## config.mk

```make
export PLATFORM = sky130hd
export DESIGN_NAME = l2_mem_arbiter_flat
export DESIGN_NICKNAME = d
export VERILOG_FILES = /design/src/rtl/l2_mem_arbiter_if.sv /design/src/rtl/l2_mem_arbiter.sv /design/src/flat_wrapper.sv
export SDC_FILE = /design/constraint.sdc
export NUM_CORES = 1
export LEC_CHECK = 0
export CORE_AREA = 8 8 152 154
export CTS_BUF_LIST = sky130_fd_sc_hd__clkbuf_16
export DETAILED_ROUTE_END_ITERATION = 10
export DIE_AREA = 0 0 160 162
export GPL_TIMING_DRIVEN = 0
export MAX_ROUTING_LAYER = met4
export PLACE_DENSITY_LB_ADDON = 0.25
export SYNTH_ARGS = -nofsm -noshare
export SYNTH_HDL_FRONTEND = slang
export SYNTH_SLANG_ARGS = --single-unit
```

## constraint.sdc

```tcl
create_clock -name clk -period 2.14 [get_ports clk]
set_clock_uncertainty 0.2 [all_clocks]
set_input_delay 0.428 -clock clk [delete_from_list [all_inputs] [get_ports clk]]
set_output_delay 0.428 -clock clk [all_outputs]
set_load 0.01 [all_outputs]
```

## src/rtl/l2_mem_arbiter_if.sv

```systemverilog
// ---------------------------------------------------------------------------
// Bus interfaces for l2_mem_arbiter.
//
// l2_req_if : requester side, NUM_REQ L2 caches packed side by side.
//   master  - the L2 caches (drive level-held requests, receive ready pulses)
//   slave   - the arbiter
//   req_read/req_write         per-requester level-held requests
//   req_address/req_write_data packed, requester i at [i*W +: W]
//   req_read_data              read data, valid with the req_read_ready pulse
//   req_read_ready/_write_ready one-hot, one-cycle completion pulses
//
// l2_mem_if : shared downstream L3/memory port.
//   master  - the arbiter (holds a request until the matching ready)
//   slave   - the L3/memory model
//   mem_read_req/mem_write_req, mem_address, mem_write_data
//   mem_read_data (valid with mem_read_ready), mem_read_ready, mem_write_ready
// ---------------------------------------------------------------------------
interface l2_req_if #(
  parameter int NUM_REQ    = 4,
  parameter int ADDR_WIDTH = 32,
  parameter int DATA_WIDTH = 32
);
  logic [NUM_REQ-1:0]            req_read;
  logic [NUM_REQ-1:0]            req_write;
  logic [NUM_REQ*ADDR_WIDTH-1:0] req_address;
  logic [NUM_REQ*DATA_WIDTH-1:0] req_write_data;
  logic [DATA_WIDTH-1:0]         req_read_data;
  logic [NUM_REQ-1:0]            req_read_ready;
  logic [NUM_REQ-1:0]            req_write_ready;

  modport master (
    output req_read, req_write, req_address, req_write_data,
    input  req_read_data, req_read_ready, req_write_ready
  );

  modport slave (
    input  req_read, req_write, req_address, req_write_data,
    output req_read_data, req_read_ready, req_write_ready
  );
endinterface

interface l2_mem_if #(
  parameter int ADDR_WIDTH = 32,
  parameter int DATA_WIDTH = 32
);
  logic                  mem_read_req;
  logic                  mem_write_req;
  logic [ADDR_WIDTH-1:0] mem_address;
  logic [DATA_WIDTH-1:0] mem_write_data;
  logic [DATA_WIDTH-1:0] mem_read_data;
  logic                  mem_read_ready;
  logic                  mem_write_ready;

  modport master (
    output mem_read_req, mem_write_req, mem_address, mem_write_data,
    input  mem_read_data, mem_read_ready, mem_write_ready
  );

  modport slave (
    input  mem_read_req, mem_write_req, mem_address, mem_write_data,
    output mem_read_data, mem_read_ready, mem_write_ready
  );
endinterface

```

## src/rtl/l2_mem_arbiter.sv

```systemverilog
// ---------------------------------------------------------------------------
// l2_mem_arbiter
// Shares one L3/main-memory port among NUM_REQ private L2 caches. Requests
// are level-held; the arbiter grants round-robin, replays the winning request
// downstream and returns a one-cycle ready pulse (plus read data) to the
// winner.
//
// Ports:
//   clk         clock, all logic on the rising edge
//   reset       synchronous, active-low reset
//   req_bus     l2_req_if.slave  - requester side
//   mem_bus     l2_mem_if.master - downstream memory side
//   grant_id    index of the current/last winner
//   busy        high whenever the FSM is outside IDLE
//   timeout_err one-cycle watchdog pulse (only with L2_ARB_TIMEOUT_EN)
//
// Optional feature: define L2_ARB_TIMEOUT_EN to add the BUSY watchdog
// (TIMEOUT_CYCLES) and the timeout_err port. Without it BUSY waits forever.
//
// state | meaning
// ------+------------------------------------------------------------------
// IDLE  | no transaction; grant the next pending requester round-robin
// BUSY  | downstream request held until its matching ready (or watchdog)
// DONE  | one turnaround cycle so the winner can drop its request
// ---------------------------------------------------------------------------
module l2_mem_arbiter #(
  parameter int NUM_REQ        = 4,
  parameter int ADDR_WIDTH     = 32,
  parameter int DATA_WIDTH     = 32,
  parameter int TIMEOUT_CYCLES = 256,
  localparam int GRANT_W       = $clog2(NUM_REQ)
) (
  input  logic               clk,
  input  logic               reset,
  l2_req_if.slave            req_bus,
  l2_mem_if.master           mem_bus,
  output logic [GRANT_W-1:0] grant_id,
  output logic               busy
`ifdef L2_ARB_TIMEOUT_EN
  ,
  output logic               timeout_err
`endif
);

  if (NUM_REQ < 2 || NUM_REQ > 8 || TIMEOUT_CYCLES < 1) begin : g_cfg_check
    $error("l2_mem_arbiter: unsupported parameter set");
  end

  typedef enum logic [1:0] {
    ST_IDLE = 2'd0,
    ST_BUSY = 2'd1,
    ST_DONE = 2'd2
  } state_t;

  state_t                  state_q, state_d;
  logic [GRANT_W-1:0]      last_grant_q, last_grant_d;
  logic [GRANT_W-1:0]      grant_id_q, grant_id_d;
  logic                    mem_rd_q, mem_rd_d;
  logic                    mem_wr_q, mem_wr_d;
  logic [ADDR_WIDTH-1:0]   addr_q, addr_d;
  logic [DATA_WIDTH-1:0]   wdata_q, wdata_d;
  logic [DATA_WIDTH-1:0]   rdata_q, rdata_d;
  logic [NUM_REQ-1:0]      rd_rdy_q, rd_rdy_d;
  logic [NUM_REQ-1:0]      wr_rdy_q, wr_rdy_d;

`ifdef L2_ARB_TIMEOUT_EN
  localparam int TMR_W = $clog2(TIMEOUT_CYCLES + 1);
  // Down-counter loaded on entry to BUSY; terminal count 0 means the
  // TIMEOUT_CYCLES-th BUSY edge has arrived without a matching ready.
  logic [TMR_W-1:0]        tmr_q, tmr_d;
  logic                    timeout_q, timeout_d;
`endif

  logic [NUM_REQ-1:0]      pending;
  logic                    any_pending;
  logic [GRANT_W-1:0]      winner;

  assign pending = req_bus.req_read | req_bus.req_write;

  // Round-robin pick: first pending index at or after last_grant+1, with the
  // wrap done modulo NUM_REQ so non-power-of-2 counts never alias. Scanning
  // offsets from far to near lets the nearest pending index win.
  always_comb begin
    int idx;
    logic [GRANT_W-1:0] idx_w;
    idx         = 0;
    idx_w       = '0;
    winner      = '0;
    any_pending = 1'b0;
    for (int k = NUM_REQ; k >= 1; k--) begin
      idx   = (int'(last_grant_q) + k) % NUM_REQ;
      idx_w = idx[GRANT_W-1:0];
      if (pending[idx_w]) begin
        winner      = idx_w;
        any_pending = 1'b1;
      end
    end
  end

  always_comb begin
    state_d      = state_q;
    last_grant_d = last_grant_q;
    grant_id_d   = grant_id_q;
    mem_rd_d     = mem_rd_q;
    mem_wr_d     = mem_wr_q;
    addr_d       = addr_q;
    wdata_d      = wdata_q;
    rdata_d      = rdata_q;
    rd_rdy_d     = '0;
    wr_rdy_d     = '0;
`ifdef L2_ARB_TIMEOUT_EN
    tmr_d        = tmr_q;
    timeout_d    = 1'b0;
`endif

    unique case (state_q)
      ST_IDLE: begin
        if (any_pending) begin
          grant_id_d = winner;
          addr_d     = req_bus.req_address[int'(winner)*ADDR_WIDTH +: ADDR_WIDTH];
          wdata_d    = req_bus.req_write_data[int'(winner)*DATA_WIDTH +: DATA_WIDTH];
          // Write wins over read so a dirty write-back precedes the fill.
          mem_wr_d   = req_bus.req_write[winner];
          mem_rd_d   = ~req_bus.req_write[winner];
          state_d    = ST_BUSY;
`ifdef L2_ARB_TIMEOUT_EN
          tmr_d      = TMR_W'(TIMEOUT_CYCLES - 1);
`endif
        end
      end

      ST_BUSY: begin
        // Only the ready matching the issued op counts.
        if (mem_wr_q && mem_bus.mem_write_ready) begin
          mem_wr_d             = 1'b0;
          wr_rdy_d[grant_id_q] = 1'b1;
          last_grant_d         = grant_id_q;
          state_d              = ST_DONE;
        end else if (mem_rd_q && mem_bus.mem_read_ready) begin
          mem_rd_d             = 1'b0;
          rd_rdy_d[grant_id_q] = 1'b1;
          rdata_d              = mem_bus.mem_read_data;
          last_grant_d         = grant_id_q;
          state_d              = ST_DONE;
        end
`ifdef L2_ARB_TIMEOUT_EN
        else if (tmr_q == '0) begin
          mem_rd_d  = 1'b0;
          mem_wr_d  = 1'b0;
          if (mem_wr_q) begin
            wr_rdy_d[grant_id_q] = 1'b1;
          end else begin
            rd_rdy_d[grant_id_q] = 1'b1;
            rdata_d              = '0;
          end
          timeout_d    = 1'b1;
          last_grant_d = grant_id_q;
          state_d      = ST_DONE;
        end else begin
          tmr_d = tmr_q - 1'b1;
        end
`endif
      end

      ST_DONE: begin
        state_d = ST_IDLE;
      end

      default: begin
        state_d = ST_IDLE;
      end
    endcase
  end

  always_ff @(posedge clk) begin
    if (!reset) begin
      state_q      <= ST_IDLE;
      // Pointer parked on the last index so requester 0 is favoured first.
      last_grant_q <= GRANT_W'(NUM_REQ - 1);
      grant_id_q   <= '0;
      mem_rd_q     <= 1'b0;
      mem_wr_q     <= 1'b0;
      addr_q       <= '0;
      wdata_q      <= '0;
      rdata_q      <= '0;
      rd_rdy_q     <= '0;
      wr_rdy_q     <= '0;
`ifdef L2_ARB_TIMEOUT_EN
      tmr_q        <= '0;
      timeout_q    <= 1'b0;
`endif
    end else begin
      state_q      <= state_d;
      last_grant_q <= last_grant_d;
      grant_id_q   <= grant_id_d;
      mem_rd_q     <= mem_rd_d;
      mem_wr_q     <= mem_wr_d;
      addr_q       <= addr_d;
      wdata_q      <= wdata_d;
      rdata_q      <= rdata_d;
      rd_rdy_q     <= rd_rdy_d;
      wr_rdy_q     <= wr_rdy_d;
`ifdef L2_ARB_TIMEOUT_EN
      tmr_q        <= tmr_d;
      timeout_q    <= timeout_d;
`endif
    end
  end

  assign mem_bus.mem_read_req    = mem_rd_q;
  assign mem_bus.mem_write_req   = mem_wr_q;
  assign mem_bus.mem_address     = addr_q;
  assign mem_bus.mem_write_data  = wdata_q;
  assign req_bus.req_read_data   = rdata_q;
  assign req_bus.req_read_ready  = rd_rdy_q;
  assign req_bus.req_write_ready = wr_rdy_q;
  assign grant_id                = grant_id_q;
  assign busy                    = (state_q != ST_IDLE);
`ifdef L2_ARB_TIMEOUT_EN
  assign timeout_err             = timeout_q;
`endif

endmodule

```

## src/flat_wrapper.sv

```systemverilog
// flat-port wrapper written by rule: the top's interface ports become plain ports
module l2_mem_arbiter_flat 
#(
  parameter int NUM_REQ        = 4,
  parameter int ADDR_WIDTH     = 32,
  parameter int DATA_WIDTH     = 32,
  parameter int TIMEOUT_CYCLES = 256,
  localparam int GRANT_W       = $clog2(NUM_REQ)
)
  (clk, reset, grant_id, busy, req_bus_req_read, req_bus_req_write, req_bus_req_address, req_bus_req_write_data, req_bus_req_read_data, req_bus_req_read_ready, req_bus_req_write_ready, mem_bus_mem_read_req, mem_bus_mem_write_req, mem_bus_mem_address, mem_bus_mem_write_data, mem_bus_mem_read_data, mem_bus_mem_read_ready, mem_bus_mem_write_ready);
  l2_req_if #(.NUM_REQ(NUM_REQ), .ADDR_WIDTH(ADDR_WIDTH), .DATA_WIDTH(DATA_WIDTH)) req_bus_i ();
  l2_mem_if #(.ADDR_WIDTH(ADDR_WIDTH), .DATA_WIDTH(DATA_WIDTH)) mem_bus_i ();
  input  logic clk;
  input  logic reset;
  output logic [GRANT_W-1:0] grant_id;
  output logic busy;
  input wire logic [$bits(req_bus_i.req_read)-1:0] req_bus_req_read;
  input wire logic [$bits(req_bus_i.req_write)-1:0] req_bus_req_write;
  input wire logic [$bits(req_bus_i.req_address)-1:0] req_bus_req_address;
  input wire logic [$bits(req_bus_i.req_write_data)-1:0] req_bus_req_write_data;
  output wire logic [$bits(req_bus_i.req_read_data)-1:0] req_bus_req_read_data;
  output wire logic [$bits(req_bus_i.req_read_ready)-1:0] req_bus_req_read_ready;
  output wire logic [$bits(req_bus_i.req_write_ready)-1:0] req_bus_req_write_ready;
  output wire logic [$bits(mem_bus_i.mem_read_req)-1:0] mem_bus_mem_read_req;
  output wire logic [$bits(mem_bus_i.mem_write_req)-1:0] mem_bus_mem_write_req;
  output wire logic [$bits(mem_bus_i.mem_address)-1:0] mem_bus_mem_address;
  output wire logic [$bits(mem_bus_i.mem_write_data)-1:0] mem_bus_mem_write_data;
  input wire logic [$bits(mem_bus_i.mem_read_data)-1:0] mem_bus_mem_read_data;
  input wire logic [$bits(mem_bus_i.mem_read_ready)-1:0] mem_bus_mem_read_ready;
  input wire logic [$bits(mem_bus_i.mem_write_ready)-1:0] mem_bus_mem_write_ready;
  assign req_bus_i.req_read = req_bus_req_read;
  assign req_bus_i.req_write = req_bus_req_write;
  assign req_bus_i.req_address = req_bus_req_address;
  assign req_bus_i.req_write_data = req_bus_req_write_data;
  assign req_bus_req_read_data = req_bus_i.req_read_data;
  assign req_bus_req_read_ready = req_bus_i.req_read_ready;
  assign req_bus_req_write_ready = req_bus_i.req_write_ready;
  assign mem_bus_mem_read_req = mem_bus_i.mem_read_req;
  assign mem_bus_mem_write_req = mem_bus_i.mem_write_req;
  assign mem_bus_mem_address = mem_bus_i.mem_address;
  assign mem_bus_mem_write_data = mem_bus_i.mem_write_data;
  assign mem_bus_i.mem_read_data = mem_bus_mem_read_data;
  assign mem_bus_i.mem_read_ready = mem_bus_mem_read_ready;
  assign mem_bus_i.mem_write_ready = mem_bus_mem_write_ready;
  l2_mem_arbiter #(.NUM_REQ(NUM_REQ), .ADDR_WIDTH(ADDR_WIDTH), .DATA_WIDTH(DATA_WIDTH), .TIMEOUT_CYCLES(TIMEOUT_CYCLES)) u_core (.clk(clk), .reset(reset), .req_bus(req_bus_i), .mem_bus(mem_bus_i), .grant_id(grant_id), .busy(busy));
endmodule
```

### After elaboration in Yosys (flattened, before gate mapping)

Cells that the tools add are included.

| operators by class | value |
|---|---|
| add/subtract/negate cells | 4 |
| $lt $le $gt $ge | 7 |
| eq/ne operators | 6 |
| shifts and indexed selects | 2 |
| multiplexer cells | 33 |
| bitwise gates (word level) | 6 |
| reductions and logical operators | 15 |

Operators by type and width:

| operator | count |
|---|---|
| $shiftx A128 B8 Y32 | 2 |
| $lt A2 B3 Y1 const B | 6 |
| $mux W2 | 9 |
| $mux W1 | 15 |
| $bmux W1 S2 | 5 |
| $reduce_and A3 Y1 | 3 |
| $ne A2 B1 Y1 const B | 3 |
| $reduce_and A2 Y1 | 3 |
| $reduce_bool A2 Y1 | 3 |
| $not A1 Y1 | 5 |
| $add A2 B1 Y2 const B | 2 |
| $add A2 B2 Y2 const B | 2 |
| $or A4 B4 Y4 | 1 |
| $pmux W1 S2 | 2 |
| $pmux W2 S2 | 1 |
| $reduce_and A4 Y1 | 1 |
| $reduce_or A4 Y1 | 1 |
| $logic_and A1 B1 Y1 | 3 |
| $ne A3 B1 Y1 const B | 1 |
| $demux W1 S2 | 1 |
| $eq A2 B1 Y1 const B | 1 |
| $ge A2 B1 Y1 const B | 1 |
| $logic_not A2 Y1 | 1 |
| $ne A2 B2 Y1 const B | 1 |

| storage, ports and cells | value |
|---|---|
| flip-flop bits (word level) | 112 |
| input bits | 300 |
| logic and storage cells | 83 |

### Logic depth before layout (Yosys ltp)

Gate-level depths: netlist of run 1.

| depth | value |
|---|---|
| depth in word-level cells | 12 |
| mapped depth | 9 |
| gate-level depth less buffers | 6 |

### Worst setup path before layout of run 1

OpenSTA, ideal clock, no wires.

| path | value |
|---|---|
| path kind | input to register |
| start point | input req_bus_req_write[1] |
| end point | register u_core.addr_q[0], in the netlist u_core.mem_bus.mem_address[0] |
| library setup time | 0.120 ns |
| arrival | 1.738 ns |
| data required time | 1.820 ns |
| path slack | 0.082 ns |
| cell stages on the path | 8 |
| buffers on the path | 2 |
| path through | nor2_1 > o211ai_1 > a22oi_2 > buf_4 > buf_6 > mux2i_1 > a2bb2oi_1 > o21ai_1 |

| on the way | value |
|---|---|
| longest elaborated chain between the ends | 8 |

Ends and longest elaborated chain:

| element | RTL line | RTL |
|---|---|---|
| start: declaration | flat_wrapper.sv:18 | `input wire logic [$bits(req_bus_i.req_write)-1:0] req_bus_req_write;` |
| $or A4 B4 Y4 * | l2_mem_arbiter.sv:78 | `assign pending = req_bus.req_read \| req_bus.req_write;` |
| $bmux W1 S2 | l2_mem_arbiter.sv:93 | `if (pending[idx_w]) begin` |
| $mux W1 (implied by the code) | l2_mem_arbiter.sv:93 |  |
| $mux W2 / $mux W1 (equally long branches) (4 in series) | l2_mem_arbiter.sv:93 |  |
| $shiftx A128 B8 Y32 / $reduce_and A2 Y1 (equally long branches) | n/a |  |
| end signal: assignment | l2_mem_arbiter.sv:198 | `addr_q <= addr_d;` |
| end: declaration | l2_mem_arbiter.sv:60 | `logic [ADDR_WIDTH-1:0] addr_q, addr_d;` |

Mark *: on every way between the ends. The rest lies on a longest branch, timed or not. The select of a mux whose other input is x is not followed.
A chain may end at the register's enable or synchronous reset.

### Worst setup path after layout of run 1

| path | value |
|---|---|
| start point | input req_bus_req_read[1] |
| end point | register u_core.wdata_q[1], in the netlist u_core.mem_bus.mem_write_data[1] |

| on the way | value |
|---|---|
| longest elaborated chain between the ends | 8 |

Ends and longest elaborated chain:

| element | RTL line | RTL |
|---|---|---|
| start: declaration | flat_wrapper.sv:17 | `input wire logic [$bits(req_bus_i.req_read)-1:0] req_bus_req_read;` |
| $or A4 B4 Y4 * | l2_mem_arbiter.sv:78 |  |
| $bmux W1 S2 | l2_mem_arbiter.sv:93 |  |
| $mux W1 (implied by the code) | l2_mem_arbiter.sv:93 |  |
| $mux W2 / $mux W1 (equally long branches) (4 in series) | l2_mem_arbiter.sv:93 |  |
| $shiftx A128 B8 Y32 / $reduce_and A2 Y1 (equally long branches) | n/a |  |
| end signal: assignment | l2_mem_arbiter.sv:199 | `wdata_q <= wdata_d;` |
| end: declaration | l2_mem_arbiter.sv:61 | `logic [DATA_WIDTH-1:0] wdata_q, wdata_d;` |

Marks and branches as above.

==> out/qor.yml, run 1 <==
sta:
  worstMarginPinSlew_ps: 488
  post-route-period-util: 1.00
  rsz0062_at_grt: "true"
  maxSlewHeadroom: 0.675
  finalMaxSlewViolations: 0
  report.final.hold_viol_count: 0
  setup_ws_ps: -7.86
  setup_tns_ps: -7.86
  fin_crit_ps: 2150
  finalSetupViolations: 1
  max_freq_ghz: 0.466
cts:
  cts_made_buffers: 9
  cts_tree: "done"
  path_clk_slew_ps: 80
  cts_hold_repair.buffers: 0
  clockBufferDepth: 2
  cts_max_level: 3
  cts.sinks: 112
  clockRootBuffer: "clkbuf_16"
  insertion_delay_ps: 360
worst_setup_path:
  crit_buf_inv: 4
  cp.arrival_ps: 2180
  cp_top_family: "buffers and inverters"
  slowest_stage: "a22oi_2"
  worst_ep_required_time_ps: 2170
  crit_path_cell_trace: "clkdlybuf4s15_2 -> nor2_4 -> o211ai_1 -> a22oi_2 -> buf_4 -> buf_6 -> buf_6 -> mux2i_1 -> o221ai_1"
  cpPeakStageDelay_ps: 290
  startpoint_type: "input pin"
  path_class: "in2reg"
  critPathMostFrequentCell: "buf_6"
  cp_max_fo: 10
  endpoint_kind: "flip-flop"
synth:
  synth.top_cells.by_area: "dfxtp_1 (40%), mux2i_1 (23%), nand2_1 (7.7%), o221ai_1 (5.5%), a21boi_0 (4.6%)"
  yosys.area_share.xor_xnor: 0
  synth_edf_count: 0
  yosysSeqAreaShare: 0.403
  netlist_area_um2: 5570
  yosysUniqueCellTypes: 38
  synth_compound_area_frac: 0.203
  synth_area_leader_cell: "dfxtp_1"
  muxShareOfSynthArea: 0.234
  synthDominantCellAreaShare: 0.403
  synth_nets: 885
  synth_flop_cell: "dfxtp_1"
  netlist_instances: 585
  synth_fa_ha_area_frac: 0
  synthSimpleGateAreaFrac: 0.111
  ys_warn_count: 0
  postSynth.asyncResetShare: 0
  ys_ff_latch: 112
  synth_top_family_by_area: "multiplexers"
  avgSynthCellArea_um2: 9.52
finish:
  fin_cells: 1301
  nets: 1321
  fin_util: 0.526
  layout_commonest_cell: "clkdlybuf4s50_1"
  drive_gt1_frac: 0.108
  layout_common_cells: "clkdlybuf4s50_1 (399), nand2_1 (114), mux2i_1 (114)"
  antenna_cells: 0
  area_growth_pct: 95.6
pwr:
  power_density_nw_per_um2: 635
  p_total_mw: 6.91
  leakage_nw: 4.44
  vdd_ir_drop_max_uv: 352
route:
  drc: 0
  wire_per_inst_um: 21.2
  via_per_inst: 4.73
  first_pass_iters: 4
  antenna_left: 0
  first_iter_violations: 243
  drt_wl_total_mm: 27.6
  vias: 6157
place:
  place_inst: 1268
  gp_congestion: 0.829
  portBuffers: 408
  hpwl_mm: 21.8
die:
  dieArea_um2: 25900
  start_util: 0.269
  ioPinCount: 409
  die_h_um: 162
  coreArea_um2: 20700
  placementRows: 53
  die_w_um: 160
grt:
  grt_usage: 0.208
  gr-total-overflow: 0
  grt_max_degree: 21
  grt_antenna_before_repair: 0
  grt_pass1_vias: 6446
  grt_pass1_wl_mm: 40.3
worst_hold_path:
  hold_class: "reg2reg"
run_status:
  status: "finished with violations"
  violations: "setup timing"
flow_run:
  max_cap_viol_count: 0
## through the flow
stage          hold slack (ps)  setup WS, ps  area, um^2
3_3_place_gp               244         -1110       10000
5_1_grt                    280         -86.9       10900
4_1_cts                    267          1.18       10700
3_5_place_dp               248         -1050       10000
2_1_floorplan              288          81.6        5570
6_report                   265         -7.86       10900
## routing by layer
metal,up-vias,part of all wire,track usage
li1,3014,-,-
met1,2889,0.42,0.239
met2,236,0.51,0.366
met3,18,0.052,0.0453
met4,0,0.012,0.0476
met5,-,0,-
## final cells by class
type                       instances  area (um^2)
fill                            1943         9800
timing repair buffer             426         4280
multi-input combinational        425         3260
sequential                       112         2250
buffer                            45          468
tap                              275          344
clock buffer                       9          225
clock inverter                     7         58.8
inverter                           2         7.51
## report_power, final
group	leakage (nW)	internal, mW	switching, mW
clock network	0.145	0.816	0.868
registers	0.918	2.32	0.139
logic	3.38	1.65	1.12
## synthesized netlist by cell type, drive strengths merged, types with 4 or more instances
cell	number
mux2i	130
nand2	115
dfxtp	112
o221ai	36
a21boi	34
o21ai	33
buf	32
a2bb2oi	29
clkbuf	14
nor2	11
a21oi	5
nor2b	4
## state kept, by name, summed over array words and instances (netlist names)
register,cells
u_core.grant_id,2
u_core.last_grant_q,2
u_core.mem_bus.mem_address,32
u_core.mem_bus.mem_read_req,1
u_core.mem_bus.mem_write_data,32
u_core.mem_bus.mem_write_req,1
u_core.req_bus.req_read_data,32
u_core.req_bus.req_read_ready,4
u_core.req_bus.req_write_ready,4
u_core.state_q,2
## worst paths after layout
check	start	end	slack [ps]	cells after the start
min reg2reg	u_core.req_bus.req_read_data[26]$_SDFFE_PN0P_	u_core.req_bus.req_read_data[26]$_SDFFE_PN0P_	260	2
min	u_core.req_bus.req_read_data[26]$_SDFFE_PN0P_	u_core.req_bus.req_read_data[26]$_SDFFE_PN0P_	260	2
max	req_bus_req_read[1]	u_core.mem_bus.mem_write_data[1]$_SDFFE_PN0P_	-8	9
max reg2reg	u_core.last_grant_q[0]$_SDFFE_PN1P_	u_core.mem_bus.mem_write_data[1]$_SDFFE_PN0P_	10	8
## cells by family after synthesis
family,count (synthesis)
AO/OA/AOI/OAI,149
buffers and inverters,48
flip-flops,112
multiplexers,130
AND/OR/NAND/NOR,146
## what timing repair did
action,4_1_cts,5_1_grt
setup buffers,11,3
pin swaps,8,5
endpoints found under the setup margin,72,85
cloned,2,2
gates resized for setup,89,37
## worst register-to-register path, cell delays in order, from the launching register on
cell	delay, ps
dfxtp_4	370
o21bai_4	120
o211ai_1	140
a22oi_2	290
buf_4	170
buf_6	130
buf_6	180
mux2i_1	260
o221ai_1	140
Note: power is estimated with default switching activity, not from simulation.
==> run 2, diff against run 1 <==
CAP_MARGIN = 0   (was unset)
SKIP_CTS_REPAIR_TIMING = 1   (was unset)
==> out/qor.yml, run 2 (synthesis results as in run 1) <==
run_status:
  status: "finished with violations"
  violations: "setup timing"
route:
  vias: 6156
  drt_wl_total_mm: 27.8
  wire_per_inst_um: 21.4
  antenna_left: 0
  first_pass_iters: 4
  drc: 0
  via_per_inst: 4.74
  first_iter_violations: 268
grt:
  use_met3: 0.0478
  grt_use_met1: 0.232
  grt_antenna_before_repair: 0
  use_met2: 0.354
  gr-total-overflow: 0
  grt_pass1_vias: 6328
  grt_usage: 0.204
  grt_max_degree: 21
  grt_pass1_wl_mm: 39.4
  grt.busiest_layer: "met2"
sta:
  holdWs_ps: 265
  max_freq_ghz: 0.466
  finalSetupViolations: 1
  setup_ws_ps: -5.85
  worstMarginPinSlew_ps: 485
  rsz0062_at_grt: "true"
  post-route-period-util: 1.00
  report.final.hold_viol_count: 0
  setup_tns_ps: -5.85
  finalMaxSlewViolations: 0
  fin_crit_ps: 2150
  maxSlewHeadroom: 0.676
flow_run:
  max_cap_viol_count: 0
worst_setup_path:
  reg2reg_depth: 8
  cp.arrival_ps: 2180
  r2r_slack_ps: 10
  path_class: "in2reg"
  worst_ep_required_time_ps: 2170
  cp_max_fo: 10
  startpoint_type: "input pin"
  r2r-end: "u_core.mem_bus.mem_write_data[1]$_SDFFE_PN0P_"
  endpoint_kind: "flip-flop"
  timing.rr.start: "u_core.last_grant_q[0]$_SDFFE_PN1P_"
finish:
  area_growth_pct: 95.3
  layout_common_cells: "clkdlybuf4s50_1 (399), nand2_1 (114), mux2i_1 (114)"
  final_area_um2: 10900
  fin_cells: 1298
  fin_util: 0.526
  fillers: 1945
  drive_gt1_frac: 0.0988
  layout_commonest_cell: "clkdlybuf4s50_1"
  nets: 1317
place:
  dpl-instance-area_um2: 10000
  place_inst: 1268
  hpwl_mm: 21.8
  gp_congestion: 0.829
  portBuffers: 408
pwr:
  power_density_nw_per_um2: 637
  leakage_nw: 4.47
  vdd_ir_drop_max_uv: 345
die:
  die_w_um: 160
  start_util: 0.269
  ioPinCount: 409
  die_h_um: 162
  coreArea_um2: 20700
  placementRows: 53
  dieArea_um2: 25900
cts:
  cts.sinks: 112
  path_clk_slew_ps: 80
  cts_tree: "done"
  cts_max_level: 3
  clockRootBuffer: "clkbuf_16"
  cts_made_buffers: 9
  insertion_delay_ps: 360
  clockBufferDepth: 2
worst_hold_path:
  hold_start: "u_core.req_bus.req_read_data[26]$_SDFFE_PN0P_"
  hold_class: "reg2reg"
  min_to: "u_core.req_bus.req_read_data[26]$_SDFFE_PN0P_"
  min_path_cells: 2
-- run 2: worst max-delay path: stages --
cell,delay [ps]
dlymetal6s2s_1,200
nor2_4,220
o211ai_1,170
a22oi_2,260
buf_4,170
buf_6,140
buf_6,190
mux2i_1,260
o221ai_1,140
-- run 2: through the flow --
step	setup WS, ps	total power, mW
final	-5.85	6.92
after global routing	-84.6	7.24
after floorplan	81.6	3.59
after CTS	-684	6.67
after detailed placement	-1050	4.98
after global placement	-1110	4.96
-- run 2: how the worst max path moves through the flow --
stage                                     from                                        endpoint  slack (ps)  cells past startpoint
after floorplan           req_bus_req_write[1]      u_core.mem_bus.mem_address[0]$_SDFFE_PN0P_          80                      8
after global placement    req_bus_req_write[1]  u_core.mem_bus.mem_write_data[21]$_SDFFE_PN0P_       -1110                      8
after detailed placement  req_bus_req_write[1]  u_core.mem_bus.mem_write_data[21]$_SDFFE_PN0P_       -1050                      8
after CTS                 req_bus_req_write[1]  u_core.mem_bus.mem_write_data[21]$_SDFFE_PN0P_        -680                      8
after global routing       req_bus_req_read[1]   u_core.mem_bus.mem_write_data[1]$_SDFFE_PN0P_         -80                      9
final                      req_bus_req_read[1]   u_core.mem_bus.mem_write_data[1]$_SDFFE_PN0P_          -6                      9
-- run 2: final cells by class --
cell class                 instances  area (um^2)  area share
multi-input combinational        425         3260       0.300
clock buffer                       9          225      0.0207
clock inverter                     7         58.8     0.00541
sequential                       112         2250       0.207
tap                              275          344      0.0316
antenna                            1         2.50    0.000230
timing repair buffer             423         4290       0.395
inverter                           2         7.51    0.000690
buffer                            44          432      0.0397
-- run 2: where the power goes --
group	leakage (nW)	total (mW)	switching [mW]	internal (mW)
logic	3.41	2.78	1.13	1.64
clock network	0.145	1.69	0.870	0.816
registers	0.918	2.46	0.139	2.32
total	4.47	6.92	2.14	4.78
-- run 2: per-layer routing --
layer  routed length [um]  vias to the layer above
li1                     -                     3004
met1                11700                     2895
met2                14300                      233
met3                 1420                       24
met4                  442                        0
met5                    0                        -
==> run 3, diff against run 2 <==
MAX_ROUTING_LAYER = unset   (was met4)
SLEW_MARGIN = 40   (was unset)
==> out/qor.yml, run 3 (synthesis results as in run 1) <==
run_status:
  status: "finished clean"
sta:
  fin_crit_ps: 2090
  setup_ws_ps: 45.3
  post-route-period-util: 0.979
  worstMarginPinSlew_ps: 490
  maxSlewHeadroom: 0.673
  finalSetupViolations: 0
  setup_tns_ps: 0
  finalMaxSlewViolations: 0
  rsz0062_at_grt: "true"
  max_freq_ghz: 0.477
  report.final.hold_viol_count: 0
grt:
  use_met3: 0.0572
  grt_pass1_vias: 6302
  grt_pass1_wl_mm: 39.5
  grt_usage: 0.198
  grt_use_met1: 0.226
  grt.busiest_layer: "met2"
  gr-total-overflow: 0
  use_met2: 0.354
  grt_antenna_before_repair: 0
  grt_max_degree: 21
cts:
  cts_tree: "done"
  insertion_delay_ps: 360
  cts_max_level: 3
  cts_made_buffers: 9
  cts.sinks: 112
  clockRootBuffer: "clkbuf_16"
  clockBufferDepth: 2
  path_clk_slew_ps: 80
die:
  dieArea_um2: 25900
  placementRows: 53
  coreArea_um2: 20700
  ioPinCount: 409
  die_h_um: 162
  die_w_um: 160
  start_util: 0.269
worst_setup_path:
  cp.arrival_ps: 2140
  worst_ep_required_time_ps: 2190
  r2r-end: "u_core.mem_bus.mem_address[10]$_SDFFE_PN0P_"
  endpoint_kind: "flip-flop"
  r2r_slack_ps: 50
  reg2reg_depth: 8
  timing.rr.start: "u_core.last_grant_q[0]$_SDFFE_PN1P_"
  endpoint: "u_core.mem_bus.mem_address[10]$_SDFFE_PN0P_"
  cp_max_fo: 6
  path_class: "in2reg"
  startpoint: "req_bus_req_read[1]"
  startpoint_type: "input pin"
route:
  drc: 0
  first_iter_violations: 257
  wire_per_inst_um: 21.4
  vias: 6103
  antenna_left: 0
  via_per_inst: 4.71
  first_pass_iters: 6
  drt_wl_total_mm: 27.7
finish:
  fin_cells: 1296
  fillers: 1951
  drive_gt1_frac: 0.0989
  area_growth_pct: 95.0
  layout_common_cells: "clkdlybuf4s50_1 (399), nand2_1 (114), mux2i_1 (113)"
  nets: 1316
  layout_commonest_cell: "clkdlybuf4s50_1"
  final_area_um2: 10900
  antenna_cells: 0
place:
  hpwl_mm: 21.8
  gp_congestion: 0.817
  portBuffers: 408
  place_inst: 1268
  dpl-instance-area_um2: 10000
  dpl_worst_slack_ps: -1050
pwr:
  leakage_nw: 4.46
  power_density_nw_per_um2: 636
  vdd_ir_drop_max_uv: 345
flow_run:
  max_cap_viol_count: 0
worst_hold_path:
  hold_class: "reg2reg"
==> run 3: where the power goes <==
group | internal (mW) | leakage (nW) | switching (mW)
Combinational | 1.63 | 3.40 | 1.12
Clock | 0.817 | 0.145 | 0.868
Sequential | 2.32 | 0.918 | 0.138
==> run 3: worst min-delay path by stage <==
stage	startpoint	end	slack, ps	cells after the start
after floorplan	u_core.req_bus.req_read_data[10]$_SDFFE_PN0P_	u_core.req_bus.req_read_data[10]$_SDFFE_PN0P_	290	2
after global placement	u_core.mem_bus.mem_address[2]$_SDFFE_PN0P_	u_core.mem_bus.mem_address[2]$_SDFFE_PN0P_	240	2
after detailed placement	u_core.mem_bus.mem_write_data[23]$_SDFFE_PN0P_	u_core.mem_bus.mem_write_data[23]$_SDFFE_PN0P_	250	2
after CTS	u_core.req_bus.req_read_data[24]$_SDFFE_PN0P_	u_core.req_bus.req_read_data[24]$_SDFFE_PN0P_	270	2
after global routing	u_core.mem_bus.mem_write_data[14]$_SDFFE_PN0P_	u_core.mem_bus.mem_write_data[14]$_SDFFE_PN0P_	280	2
final	u_core.req_bus.req_read_data[24]$_SDFFE_PN0P_	u_core.req_bus.req_read_data[24]$_SDFFE_PN0P_	270	2
==> run 3: layer usage <==
layer,wire (um),part of all wire
met5,0,0
met4,346,0.012
met3,1790,0.065
met2,14300,0.52
met1,11200,0.40
==> run 3: area by class of cell <==
class                   instances  area [um^2]  share of cell area
clock buffers                   9          225              0.0207
flip-flops and latches        112         2250               0.207
multi-input cells             425         3260               0.300
repair buffers                421         4270               0.394
well taps                     275          344              0.0317
plain buffers                  45          440              0.0406
clock inverters                 7         58.8             0.00542
inverters                       2         7.51            0.000692
==> run 3: through the flow <==
stage               utilization  hold slack [ps]  total power, mW
floorplan                     -              288             3.59
global placement          0.483              244             4.96
detailed placement        0.483              248             4.98
CTS                       0.497              267             6.67
global route              0.525              280             7.23
finish                    0.525              265             6.90
==> run 3: critical path: stages <==
cell and delay, ps:
dlymetal6s2s_1 200, nor2_4 220, o211ai_1 160, a22oi_2 260, buf_6 220, clkbuf_16 190
mux2i_4 220, a2bb2oi_1 160, o21ai_1 70
